## src/rtl/cal_pkg.sv

```systemverilog
// cal_pkg: shared constants, ROM word field slices and FSM state encoding
//   DAYS_C / ADDR_W_C / DATA_W_C : calendar ROM geometry
//   MON_* / DAY_* / WD_*         : bit positions of the fields in a ROM word
//   state_t                      : RUN follows the midnight tick, SET follows buttons
package cal_pkg;
    localparam int DAYS_C   = 365;
    localparam int ADDR_W_C = 9;
    localparam int DATA_W_C = 12;
    localparam int MON_HI   = 11;
    localparam int MON_LO   = 8;
    localparam int DAY_HI   = 7;
    localparam int DAY_LO   = 3;
    localparam int WD_HI    = 2;
    localparam int WD_LO    = 0;
    typedef enum logic {RUN = 1'b0, SET = 1'b1} state_t;
endpackage

```

## src/rtl/mod_n_updown.sv

```systemverilog
// mod_n_updown: modulo-N up/down counter with a wrap-forward flag
//   clk, reset : clock and synchronous active-high reset (count -> 0)
//   up, down   : step requests; both together cancel
//   count      : registered value, always within 0..N-1
//   wrap       : combinational, high when this cycle's step goes N-1 -> 0
module mod_n_updown
    import cal_pkg::*;
#(
    parameter int N = DAYS_C,
    parameter int W = ADDR_W_C
) (
    input  logic         clk,
    input  logic         reset,
    input  logic         up,
    input  logic         down,
    output logic [W-1:0] count,
    output logic         wrap
);
    localparam logic [W-1:0] MAX = W'(N - 1);

    logic at_max;
    logic at_min;

    assign at_max = (count == MAX);
    assign at_min = (count == '0);
    assign wrap   = up && !down && at_max;

    always_ff @(posedge clk) begin
        if (reset)
            count <= '0;
        else if (up && !down)
            count <= at_max ? '0 : count + 1'b1;
        else if (down && !up)
            count <= at_min ? MAX : count - 1'b1;
    end
endmodule

```

## src/rtl/cal_day_counter.sv

```systemverilog
// cal_day_counter: day-of-year index driving the calendar ROM, with registered date fields
//   clk, reset          : clock, synchronous active-high reset
//   day_tick            : midnight pulse, advances the day in RUN
//   set_mode            : level, selects SET (buttons) vs RUN (tick)
//   btn_up, btn_down    : single-cycle step pulses used in SET
//   rom_address         : registered day index 0..DAYS-1
//   rom_data            : combinational ROM word for rom_address
//   month, day, weekday : registered ROM word fields
//   date_valid          : fields match the current rom_address
//   year_wrap           : one-cycle pulse when the tick wraps the last day to 0
module cal_day_counter
    import cal_pkg::*;
#(
    parameter int DAYS   = DAYS_C,
    parameter int ADDR_W = ADDR_W_C,
    parameter int DATA_W = DATA_W_C
) (
    input  logic              clk,
    input  logic              reset,
    input  logic              day_tick,
    input  logic              set_mode,
    input  logic              btn_up,
    input  logic              btn_down,
    output logic [ADDR_W-1:0] rom_address,
    input  logic [DATA_W-1:0] rom_data,
    output logic [3:0]        month,
    output logic [4:0]        day,
    output logic [2:0]        weekday,
    output logic              date_valid,
    output logic              year_wrap
);
    state_t state;
    state_t state_next;
    logic   up;
    logic   down;
    logic   wrap;
    logic   step;
    logic   after_reset;

    always_ff @(posedge clk) begin
        if (reset)
            state <= RUN;
        else
            state <= state_next;
    end

    // Pulses are routed by the current (old) state, so a pulse coinciding
    // with a mode change is handled under the mode being left.
    always_comb begin
        state_next = set_mode ? SET : RUN;
        up         = (state == RUN) ? day_tick : btn_up;
        down       = (state == SET) && btn_down;
    end

    assign step = up ^ down;

    mod_n_updown #(.N(DAYS), .W(ADDR_W)) u_counter (
        .clk   (clk),
        .reset (reset),
        .up    (up),
        .down  (down),
        .count (rom_address),
        .wrap  (wrap)
    );

    // A step moves rom_address this edge, so the fields captured now belong to
    // the old index: flag invalid for one cycle. The first edge after reset
    // still holds zeroed fields, so it is treated the same way.
    always_ff @(posedge clk) begin
        if (reset) begin
            month       <= '0;
            day         <= '0;
            weekday     <= '0;
            date_valid  <= 1'b0;
            year_wrap   <= 1'b0;
            after_reset <= 1'b1;
        end else begin
            month       <= rom_data[MON_HI:MON_LO];
            day         <= rom_data[DAY_HI:DAY_LO];
            weekday     <= rom_data[WD_HI:WD_LO];
            date_valid  <= !step && !after_reset;
            year_wrap   <= (state == RUN) && wrap;
            after_reset <= 1'b0;
        end
    end
endmodule

```

## config.mk

```make
export PLATFORM = sky130hd
export DESIGN_NAME = cal_day_counter
export DESIGN_NICKNAME = d
export VERILOG_FILES = /design/src/rtl/cal_pkg.sv /design/src/rtl/mod_n_updown.sv /design/src/rtl/cal_day_counter.sv
export SDC_FILE = /design/constraint.sdc
export NUM_CORES = 1
export LEC_CHECK = 0
export CAP_MARGIN = 0
export CORE_UTILIZATION = 45
export DETAILED_ROUTE_END_ITERATION = 10
export PLACE_DENSITY = 0.87
export SLEW_MARGIN = 10
export SYNTH_ARGS = -nofsm -noshare
export SYNTH_HDL_FRONTEND = slang
export SYNTH_SLANG_ARGS = --single-unit
```

## constraint.sdc

```tcl
create_clock -name clk -period 3.4 [get_ports clk]
set_clock_uncertainty 0.15 [all_clocks]
set_input_delay 0.68 -clock clk [delete_from_list [all_inputs] [get_ports clk]]
set_output_delay 0.68 -clock clk [all_outputs]
set_load 0.01 [all_outputs]
```

==> reports/results.ini <==
[floorplanning]
die_h_um=55.5
rows=19
dieWidth_um=55.5
die_area_um2=3080
start_util_pct=47.2
io_pins=41
core_region_area_um2=2730

[timing]
hold_viol_final=0
tightestPinTransition_ns=0.935
setup_tns_ns=0
fmax_mhz=359
final_max_slew_viol_count=0
fin_ws_ns=0.613
finalSetupViolCount=0
rsz0062_at_grt=no
min_period_over_period_pct=82.0
period_needed_ns=2.79
max_slew_margin_pct=37.4

[clock_tree]
cts_num_sinks=25
cts_resized=0
cts.path.max_buffers=2
cts-buffers-inserted=3
cts_hold_buf=0
clock_latency_ns=0.33
root_buffer=clkbuf_4
cts.clk_slew.worst_paths_ns=0.15
tritoncts=yes
cts_setup_buffers=0
cts_htree_levels=1

[critical_path]
crit_chain=clkdlybuf4s50_1, mux2_2, ha_1, or3_1, or4_1, a31o_1, o311ai_1
worstSetupEndpointType=flip-flop
critPathArrivalTime_ns=2.87
cp-start-kind=input port
slowest_delay_ns=0.41
cp_max_fo=8
worstPathRequired_ns=3.48
r2r.worst_path.cells=6
worst_path_max_delay_cell=or3_1
criticalPathCategory=in -> reg

[job]
maxCapViolCount=0

[logic_synthesis]
netlist_instances=151
synth.most_common_cell=dfxtp_1
synth_top_area_share_pct=38.8
syn_area_um2=1290
synth-seq-cells=25
syn-num-nets=173
yosysUniqueCellTypes=48
ys_async_sr_fraction_pct=0
synth_area_leaders=dfxtp_1, nor2b_1, ha_1
synth.avg_cell_area_um2=8.54
synth-edff-count=0
yosysSeqAreaShare_pct=38.8
yosys-top-cells-count=dfxtp_1, nand2_1, nor2b_1, clkbuf_1
yosys_warnings=0
ys.flop_type=dfxtp_1
yosysTopAreaCell=dfxtp_1

[final_layout]
antennaDiodeCount=0
seq_area_um2=500
area_growth_pct=33.7
drive_gt1_share_pct=4.86
multi_input_area_um2=728
nFillCells=220
layout.nets=208
fin_area_um2=1720

[pwr]
p_leak_nw=0.604
powerDensity_nw_per_um2=497
peakVddDrop_uv=322

[routing]
viasPerCell=6.33
drt_first_iter_violations=67
drtPass1Iterations=6
final_antenna_net_count=0
wl_per_cell_um=15.2
drc=0
drt-total-wl_um=3290
vias=1367

[placed_design]
pre_cts_ws_ns=0.316
hpwl_um=2320
port_buffers=40
gp_congestion=0.902
placedInstanceArea_um2=1690

[outcome]
status=finished clean

[global_routing]
gr-usage-all-layers_pct=21.5
grt_pass1_wl_um=5310
antenna_found_initial=0
grt_pass1_vias=1199
grt_max_degree=28
gr-total-overflow=0

[worst_hold_path]
worstHoldPathCells=1
hold_path.class=reg -> reg

==> layer usage <==
metal,wire [um],share of wire (%),GRT usage (%),up-vias
met1,1300,39,26.4,629
met4,83,2.5,8.21,0
met2,1550,47,36.1,97
li1,-,-,-,619
met5,0,0,0,-
met3,355,11,5.39,22
==> layout by cell type (no fill, tap or decap), drive strengths merged, types with 2 or more instances in the layout <==
cell type	n
a21oi	6
a311oi	2
a32oi	2
a41oi	2
and2	4
and3	3
clkbuf	3
clkdlybuf4s50	40
dfxtp	25
ha	4
inv	5
nand2	13
nand3	7
nand3b	2
nand4	2
nand4b	2
nor2	7
nor2b	13
nor3	4
nor3b	2
nor4	3
o211ai	3
o21ai	3
or3	3
or4	2
xor2	2
==> worst max-delay path, delay by kind of cell <==
kind / cells / cell delay, ns
AND/OR/NAND/NOR: 2 / 0.82
adder cells (fa/ha/maj): 1 / 0.39
buffers and inverters: 1 / 0.40
AO/OA/AOI/OAI: 2 / 0.30
multiplexers: 1 / 0.27
==> cells by family (layout without fill, tap and decap cells) <==
logic type	Yosys count	count (layout)	synth area share [%]
and+or+nand+nor	70	70	31.2
buffers and inverters	16	50	4.75
muxes	2	2	1.65
DFF	25	25	38.8
adders and majority gates	4	4	3.88
xor gates and xnor gates	3	3	2.04
AOI/OAI and AO/OA	31	31	17.7
==> state kept, by name, summed over array words and instances, names as in the netlist <==
signal,flops
after_reset,1
date_valid,1
day,5
month,4
state,1
u_counter.count,9
weekday,3
year_wrap,1
==> metrics by stage <==
step	hold slack, ns	cells	utilization [%]	power (W)
2_1_floorplan	0.223	151	-	0.000587
3_3_place_gp	0.229	212	62.0	0.000702
3_5_place_dp	0.234	212	62.0	0.000711
4_1_cts	0.254	216	63.1	0.000850
5_1_grt	0.271	216	63.1	0.000900
6_report	0.249	216	63.1	0.000856
==> layout make-up <==
class                   count  area share [%]
inverters                   5            1.09
multi-input cells         110            42.2
repair buffers             41            23.7
flip-flops and latches     25            29.0
clock buffers               3            1.31
clock inverters             1           0.435
well taps                  31            2.25
==> report_power, final <==
group	total, W	switching [W]	internal, W
Combinational	0.000327	0.000159	0.000168
Clock	0.000141	0.0000959	0.0000451
Sequential	0.000388	0.0000636	0.000324
Total	0.000856	0.000318	0.000538
==> worst paths after layout <==
kind	start	end	slack, ns
min	after_reset	date_valid	0.25
max	btn_up	u_counter.count[7]	0.61
min reg2reg	after_reset	date_valid	0.25
max reg2reg	state	u_counter.count[7]	0.91
(Power assumes the default switching activity.)
